===== src/rtl/screen_text_sequencer.sv =====
// Reveal/blink sequencer driving a chain of string renderers.
// Blinking in SHOW exists only when SCREEN_BLINK_EN is defined.
module screen_text_sequencer #(
  parameter int unsigned       N_STR        = 3,
  parameter int unsigned       REVEAL_TICKS = 1,
  parameter int unsigned       BLINK_TICKS  = 1,
  parameter logic [N_STR-1:0]  BLINK_MASK   =
    N_STR'(1) << (N_STR - 1)
) (
  input  logic             clk,
  input  logic             rst,
  input  logic             module_en,
  input  logic             one_sec_tick,
  input  logic             skip,
  output logic [N_STR-1:0] str_en,
  output logic             reveal_done,
  output logic             state_busy
);

  localparam int unsigned MAXT =
    (REVEAL_TICKS > BLINK_TICKS) ? REVEAL_TICKS
                                 : BLINK_TICKS;
  localparam int unsigned TW = $clog2(MAXT + 1);
  localparam int unsigned CW = $clog2(N_STR + 1);

  localparam logic [CW-1:0] CNT_MAX  = CW'(N_STR);
  localparam logic [TW-1:0] REV_LAST =
    TW'(REVEAL_TICKS - 1);

  typedef enum logic [1:0] {
    IDLE   = 2'd0,
    REVEAL = 2'd1,
    SHOW   = 2'd2
  } state_e;

  state_e          state_q, state_d;
  logic [CW-1:0]   cnt_q, cnt_d;
  logic [TW-1:0]   tick_q, tick_d;
  logic [N_STR-1:0] str_en_q, str_en_d;
  logic            reveal_done_q, reveal_done_d;
  logic            state_busy_q, state_busy_d;
  logic [N_STR-1:0] revealed;

`ifdef SCREEN_BLINK_EN
  localparam logic [TW-1:0] BLK_LAST =
    TW'(BLINK_TICKS - 1);
  logic phase_q, phase_d;
`else
  // Mask folds to all-ones: every revealed string stays lit.
  localparam logic [N_STR-1:0] STEADY =
    BLINK_MASK | ~BLINK_MASK;
`endif

  always_ff @(posedge clk) begin
    if (rst) begin
      state_q <= IDLE;
    end else begin
      state_q <= state_d;
    end
  end

  always_comb begin
    state_d = state_q;
    unique case (state_q)
      IDLE: begin
        if (module_en) begin
          state_d = REVEAL;
        end
      end
      REVEAL: begin
        if (skip || cnt_q == CNT_MAX) begin
          state_d = SHOW;
        end
      end
      SHOW: begin
        state_d = SHOW;
      end
      default: begin
        state_d = IDLE;
      end
    endcase
    if (!module_en) begin
      state_d = IDLE;
    end
  end

  always_comb begin
    cnt_d  = cnt_q;
    tick_d = tick_q;
`ifdef SCREEN_BLINK_EN
    phase_d = phase_q;
`endif
    unique case (state_q)
      IDLE: begin
        cnt_d  = module_en ? CW'(1) : '0;
        tick_d = '0;
`ifdef SCREEN_BLINK_EN
        phase_d = 1'b1;
`endif
      end
      REVEAL: begin
`ifdef SCREEN_BLINK_EN
        phase_d = 1'b1;
`endif
        if (skip) begin
          cnt_d  = CNT_MAX;
          tick_d = '0;
        end else if (cnt_q == CNT_MAX) begin
          tick_d = '0;
        end else if (one_sec_tick) begin
          if (tick_q == REV_LAST) begin
            tick_d = '0;
            cnt_d  = cnt_q + CW'(1);
          end else begin
            tick_d = tick_q + TW'(1);
          end
        end
      end
      SHOW: begin
`ifdef SCREEN_BLINK_EN
        if (one_sec_tick) begin
          if (tick_q == BLK_LAST) begin
            tick_d  = '0;
            phase_d = ~phase_q;
          end else begin
            tick_d = tick_q + TW'(1);
          end
        end
`else
        tick_d = '0;
`endif
      end
      default: begin
        cnt_d  = '0;
        tick_d = '0;
      end
    endcase
    if (!module_en) begin
      cnt_d  = '0;
      tick_d = '0;
`ifdef SCREEN_BLINK_EN
      phase_d = 1'b1;
`endif
    end
  end

  always_comb begin
    revealed = '0;
    for (int i = 0; i < int'(N_STR); i++) begin
      revealed[i] = CW'(i) < cnt_d;
    end
`ifdef SCREEN_BLINK_EN
    str_en_d = revealed & (~BLINK_MASK | {N_STR{phase_d}});
`else
    str_en_d = revealed & STEADY;
`endif
    reveal_done_d = (state_q == REVEAL) && (state_d == SHOW);
    state_busy_d  = (state_d == REVEAL);
  end

  always_ff @(posedge clk) begin
    if (rst) begin
      cnt_q         <= '0;
      tick_q        <= '0;
      str_en_q      <= '0;
      reveal_done_q <= 1'b0;
      state_busy_q  <= 1'b0;
`ifdef SCREEN_BLINK_EN
      phase_q       <= 1'b1;
`endif
    end else begin
      cnt_q         <= cnt_d;
      tick_q        <= tick_d;
      str_en_q      <= str_en_d;
      reveal_done_q <= reveal_done_d;
      state_busy_q  <= state_busy_d;
`ifdef SCREEN_BLINK_EN
      phase_q       <= phase_d;
`endif
    end
  end

  assign str_en      = str_en_q;
  assign reveal_done = reveal_done_q;
  assign state_busy  = state_busy_q;

endmodule


===== config.mk =====
export PLATFORM = sky130hd
export DESIGN_NAME = screen_text_sequencer
export DESIGN_NICKNAME = d
export VERILOG_FILES = /design/src/rtl/screen_text_sequencer.sv
export SDC_FILE = /design/constraint.sdc
export NUM_CORES = 1
export LEC_CHECK = 0
export ABC_AREA = 1
export CAP_MARGIN = 5
export CORE_AREA = 5 5 42 44
export CTS_BUF_LIST = sky130_fd_sc_hd__clkbuf_16
export CTS_CLUSTER_DIAMETER = 60
export CTS_CLUSTER_SIZE = 8
export DETAILED_ROUTE_END_ITERATION = 6
export DIE_AREA = 0 0 47 49
export SLEW_MARGIN = 20
export SYNTH_ARGS = -nofsm -noshare
export SYNTH_HDL_FRONTEND = slang
export SYNTH_SLANG_ARGS = --single-unit

===== constraint.sdc =====
create_clock -name clk -period 1 [get_ports clk]
set_input_delay 0.15 -clock clk [delete_from_list [all_inputs] [get_ports clk]]
set_output_delay 0.15 -clock clk [all_outputs]
set_load 0.02 [all_outputs]

==> results of run 1 <==
-- state kept, by name (all words and copies together) (netlist names) --
register     cells
str_en           3
state_q          2
cnt_q            1
reveal_done      1
state_busy       1
-- path summary, 6_finish.rpt --
kind                         startpoint                endpoint  cells after the start
setup / recovery   str_en[1]$_SDFF_PP0_    str_en[0]$_SDFF_PP0_                      9
hold / removal    state_q[1]$_SDFF_PP0_  reveal_done$_SDFF_PP0_                      3
setup reg to reg   str_en[1]$_SDFF_PP0_    str_en[0]$_SDFF_PP0_                      9
hold reg to reg   state_q[1]$_SDFF_PP0_  reveal_done$_SDFF_PP0_                      3
-- report_power, final --
group          leakage [nW]  internal [mW]  switching (mW)
sequential           0.0664          0.335         0.00862
combinational         0.184         0.0503          0.0497
clock                0.0370          0.514           0.138
total                 0.288          0.899           0.196
-- per-stage QoR --
step                util, %  hold WS [ns]
global route          41.07        0.6198
CTS                   41.61        0.5694
detailed placement    34.91        0.5699
floorplan                 -        0.3404
finish                41.07        0.5721
global placement      34.91        0.5660
-- worst max-delay path: cells and delay by family (launching register included) --
kind | cells | cell delay (ns)
AND/OR/NAND/NOR | 7 | 0.38
flip-flops | 1 | 0.33
adder cells (fa/ha/maj) | 1 | 0.17
buffers and inverters | 1 | 0.06
-- cells in the mapped netlist, drive strengths merged --
cell type  count
inv           10
and2           1
nand3b         1
nand2         14
a21oi          1
nor2           5
buf            1
ha             1
o21ai          1
or2            1
nand3          3
dfxtp          8
-- area by class of cell --
type,count,share of cell area (%)
inverters,10,6.957
multi-input cells,28,30.43
well taps,16,3.478
flip-flops and latches,8,28.26
repair buffers,12,17.83
clock buffers,3,13.04
-- layout by cell type, fill, tap and decap left out, drive strengths merged --
| master | count |
|---|---|
| nand2 | 14 |
| nor2 | 5 |
| ha | 1 |
| and2 | 1 |
| o21ai | 1 |
| a21oi | 1 |
| clkdlybuf4s15 | 3 |
| dfxtp | 8 |
| nand3b | 1 |
| clkbuf | 5 |
| inv | 10 |
| buf | 3 |
| nand3 | 3 |
| or2 | 1 |
| clkdlybuf4s50 | 4 |
-- routing by layer --
metal / vias to the layer above / share of wire [%]
li1: 170 / -
met4: 0 / 0
met5: - / 0
met1: 143 / 35
met2: 9 / 59
met3: 0 / 5.6
-- what timing repair did --
action	CTS	global route
setup endpoints to repair	10	10
pin swaps	5	0
endpoints found under the hold margin	0	0
resized for setup	16	3
-- logic make-up after synthesis --
family	after synthesis	synth area share (%)
fa+ha+maj	1	3.662
buf+inv	11	13.19
flops	8	46.89
simple gates	25	33.34
compound gates	2	2.928
==> flow_metrics.env, run 1 <==
export IMPL_syn_area_um2=341.6
export IMPL_setup_tns_ns=-0.1589
export IMPL_cpPeakStageDelay_ns=0.33
export IMPL_yosysWarnings=0
export IMPL_postRouteAntennaNets=0
export IMPL_critical_path_class="reg -> reg"
export IMPL_setup_viol=5
export IMPL_core_area_um2=1401
export IMPL_yosysSeqAreaShare_pct=46.89
export IMPL_crit_required_ns=1.12
export IMPL_fin_nets=69
export IMPL_start_util_pct=24.38
export IMPL_ys_types=15
export IMPL_cts_htree_levels=1
export IMPL_cp_end_kind="register"
export IMPL_syn_area_per_cell_um2=7.268
export IMPL_status="complete, but fails checks"
export IMPL_dpl_worst_slack_ns=-0.2329
export IMPL_grt_pass1_vias=303
export IMPL_antenna_cells=0
export IMPL_cts_setup_buffers=0
export IMPL_hpwl_um=518.1
export IMPL_tritoncts="built"
export IMPL_fin_crit_ns=1.048
export IMPL_wl_um=658
export IMPL_num_rows=14
export IMPL_clock_sinks=8
export IMPL_clk_latency_ns=0.23
export IMPL_vias=322
export IMPL_final_cell_count_no_fill=77
export IMPL_use_met1_pct=7.709
export IMPL_cts_buffer_depth=2
export IMPL_die_x_um=47
export IMPL_top_usage_layer="met2"
export IMPL_post_drt_wl_per_cell_um=8.545
export IMPL_cts_clk_slew_worst_paths_ns=0.04
export IMPL_first_pass_iters=4
export IMPL_root_buffer="clkbuf_16"
export IMPL_cp_start_kind="register"
export IMPL_fill_cells=157
export IMPL_dieHeight_um=49
export IMPL_slew_headroom_pct=82.24
export IMPL_synth_area_leaders="dfxtp_1 (47%), nand2_1 (14%), inv_1 (9.9%), nand3_1 (4.4%), ha_1 (3.7%)"
export IMPL_drive_gt1_share_pct=39.34
export IMPL_numPlacedInstances=74
export IMPL_yosysTopAreaCell="dfxtp_1"
export IMPL_netlist_instances=47
export IMPL_synth_top_area_share_pct=46.89
export IMPL_p_per_area_nw_per_um2=1904
export IMPL_fin_crit_sh_pct=104.8
export IMPL_seqCellArea_um2=162.7
export IMPL_synth_seq_cells=8
export IMPL_met3_usage_pct=5.535
export IMPL_grtUsageMet2_pct=11.09
export IMPL_grt_max_degree=5
export IMPL_worst_slew_pin_slew_ns=0.2664
export IMPL_grt_usage_pct=7.400
export IMPL_via_per_inst=4.182
export IMPL_ios=10
export IMPL_synthesis_nets=53
export IMPL_slew_viol_final=0
export IMPL_cts_buffers=3
export IMPL_fin_total_pwr_mw=1.096
export IMPL_vdd_ir_drop_max_mv=1.460
export IMPL_cpMaxStageDelayCell="dfxtp_2"
export IMPL_rsz0062_at_grt="yes"
export IMPL_grt_pass1_wl_um=1193
export IMPL_multi_input_area_um2=175.2
export IMPL_holdBufCountCts=0
export IMPL_critPathArrivalTime_ns=1.17
export IMPL_max_cap_violations=0
export IMPL_r2r_slack_ns=-0.05
export IMPL_violations="setup timing"
export IMPL_leakage_nw=0.2878
export IMPL_drt_iter0_drc=5
export IMPL_worstHoldPathType="reg -> reg"
export IMPL_critPathMaxFanout=3
export IMPL_clock_skew_final_ns=0.002741
export IMPL_port_buffers=9
export IMPL_placed_cell_area_um2=489.2
export IMPL_crit_chain="ha_4 > inv_4 > nand2_2 > nand2_1 > nand2_1 > nand2_1 > nand2_2 > nand2_2 > nand2_1"
export IMPL_final_cell_area_um2=575.6
export IMPL_overflow=0
export IMPL_die_area_um2=2303
export IMPL_hold_violations=0
export IMPL_drc_errors=0
export IMPL_max_freq_ghz=0.9540
export IMPL_cpMostUsedCell="nand2_1"
export IMPL_globalplace_congestion=0.6497
export IMPL_antenna_found_initial=0
export IMPL_worst_slack_ns=-0.04827
export IMPL_area_growth_pct=68.50
(Power assumes the default switching activity.)
==> run 2, diff against run 1 <==
--- a/config.mk
+++ b/config.mk
@@ -7,12 +7,14 @@
 export LEC_CHECK = 0
 export ABC_AREA = 1
 export CAP_MARGIN = 5
-export CORE_AREA = 5 5 42 44
+export CORE_AREA = 2 2 39 41
 export CTS_BUF_LIST = sky130_fd_sc_hd__clkbuf_16
 export CTS_CLUSTER_DIAMETER = 60
 export CTS_CLUSTER_SIZE = 8
 export DETAILED_ROUTE_END_ITERATION = 6
-export DIE_AREA = 0 0 47 49
+export DIE_AREA = 0 0 41 43
+export GPL_TIMING_DRIVEN = 1
+export SETUP_SLACK_MARGIN = 0.15
 export SLEW_MARGIN = 20
 export SYNTH_ARGS = -nofsm -noshare
 export SYNTH_HDL_FRONTEND = slang
==> flow_metrics.env, run 2 (same netlist as run 1, synthesis figures left out) <==
export IMPL_overflow=0
export IMPL_layout_commonest_cell="nand2_1"
export IMPL_die_x_um=41
export IMPL_switchingPower_uw=201.8
export IMPL_rsz0062_at_grt="yes"
export IMPL_dieHeight_um=43
export IMPL_r2r_slack_ns=-0.04
export IMPL_status="complete, but fails checks"
export IMPL_hpwl_um=486.3
export IMPL_clock_sinks=8
export IMPL_fin_crit_sh_pct=104.4
export IMPL_area_growth_pct=70.70
export IMPL_slew_headroom_pct=87.52
export IMPL_cp_start_kind="register"
export IMPL_clockPowerShare_pct=59.6
export IMPL_port_buffers=9
export IMPL_leakage_nw=0.2953
export IMPL_critical_path_class="reg -> reg"
export IMPL_grt_max_degree=5
export IMPL_hold_slack_ns=0.5750
export IMPL_fin_total_pwr_mw=1.099
export IMPL_crit_required_ns=1.12
export IMPL_p_int_uw=896.9
export IMPL_antenna_cells=0
export IMPL_root_buffer="clkbuf_16"
export IMPL_critPathMaxFanout=3
export IMPL_cp_end_kind="register"
export IMPL_post_drt_wl_per_cell_um=8.756
export IMPL_grt_usage_pct=10.25
export IMPL_worst_slew_pin_slew_ns=0.1872
export IMPL_vdd_ir_drop_max_mv=1.288
export IMPL_fin_crit_ns=1.044
export IMPL_globalplace_congestion=0.6595
export IMPL_setup_viol=4
export IMPL_drive_gt1_share_pct=45.16
export IMPL_switching_share_pct=18.37
export IMPL_critPathLaunch="cnt_q[0]$_SDFF_PP0_"
export IMPL_postRouteAntennaNets=0
export IMPL_vias=319
export IMPL_antenna_found_initial=0
export IMPL_start_util_pct=24.68
export IMPL_worstHoldPathType="reg -> reg"
export IMPL_fin_nets=70
export IMPL_cts_htree_levels=1
export IMPL_tritoncts="built"
export IMPL_cts_clk_slew_worst_paths_ns=0.04
export IMPL_drc_errors=0
export IMPL_wl_um=683
export IMPL_critPathArrivalTime_ns=1.16
export IMPL_min_from="state_q[0]$_SDFF_PP0_"
export IMPL_final_cell_mix="nand2_1 (10), inv_1 (8), dfxtp_1 (6)"
export IMPL_via_per_inst=4.090
export IMPL_pwr_share_seq_pct=31.0
export IMPL_p_per_area_nw_per_um2=1884
export IMPL_grt_pass1_wl_um=1117
export IMPL_clock_skew_final_ns=0.002181
export IMPL_max_cap_violations=0
export IMPL_cts_buffer_depth=2
export IMPL_core_area_um2=1384
export IMPL_drt_iter0_drc=4
export IMPL_first_pass_iters=2
export IMPL_largest_reg_flops=3
export IMPL_worst_slack_ns=-0.04368
export IMPL_ios=10
export IMPL_combPwrFrac_pct=9.4
export IMPL_max_freq_ghz=0.9581
export IMPL_violations="setup timing"
export IMPL_clk_latency_ns=0.23
export IMPL_hold_violations=0
export IMPL_cts_buffers=3
export IMPL_die_area_um2=1763
export IMPL_timing_rr_start="cnt_q[0]$_SDFF_PP0_"
export IMPL_grt_pass1_vias=307
export IMPL_slew_viol_final=0
export IMPL_setup_tns_ns=-0.1491
export IMPL_num_rows=14
==> run 2: cell count changes in the layout (fill, tap and decap cells not counted), moves of 2 or more <==
cell,delta
dfxtp_4,+2
clkbuf_2,-2
buf_4,+2
buf_2,+3
dfxtp_2,-2
clkdlybuf4s15_1,-3
==> run 2: repair_timing <==
action | CTS | global route
setup buffers | 0 | 2
resized for setup | 22 | 9
setup endpoints to repair | 13 | 10
hold buffers | 0 | 0
pin swaps | 5 | 2
==> run 2: area by class of cell <==
class	instances	area [um^2]
Clock buffer	3	75.07
Tap cell	16	20.02
Multi-Input combinational cell	28	176.4
Timing Repair Buffer	13	103.9
Inverter	10	40.04
Sequential cell	8	167.7
Fill cell	143	800.8
==> run 2: metal layers <==
layer | routed length (um) | GRT usage (%) | up-vias
li1 | - | - | 170
met1 | 255 | 10.32 | 142
met4 | 0 | 4.000 | 0
met3 | 47 | 9.424 | 0
met5 | 0 | 0 | -
met2 | 381 | 14.37 | 7
==> run 2: final timing paths <==
check,cells past startpoint,endpoint
hold reg to reg,4,reveal_done$_SDFF_PP0_
hold / removal,4,reveal_done$_SDFF_PP0_
setup reg to reg,9,str_en[0]$_SDFF_PP0_
setup / recovery,9,str_en[0]$_SDFF_PP0_
==> run 2: critical path, cell delays in order (launching register included) <==
cell     delay [ns]
dfxtp_4        0.35
ha_4           0.17
inv_4          0.05
nand2_2        0.05
nand2_1        0.06
nand2_1        0.04
nand2_1        0.06
nand2_2        0.06
nand2_2        0.06
nand2_1        0.04
==> run 2: stage by stage <==
step / worst slack (ns) / utilization [%] / cells / cell area (um^2)
floorplan: 0.002707 / - / 47 / 369.1
global placement: -0.1986 / 35.17 / 73 / 486.7
detailed placement: -0.2086 / 35.17 / 73 / 486.7
CTS: -0.05451 / 39.87 / 76 / 551.8
global route: -0.1260 / 42.13 / 78 / 583.1
finish: -0.04368 / 42.13 / 78 / 583.1
==> run 2: power by group through the flow <==
stage,registers (mW),clock network (mW),logic [mW]
detailed placement,0.349,0,0.0960
floorplan,0.356,0,0.0436
finish,0.340,0.655,0.104
CTS,0.342,0.670,0.0930
global placement,0.349,0,0.0965
global route,0.341,0.692,0.115
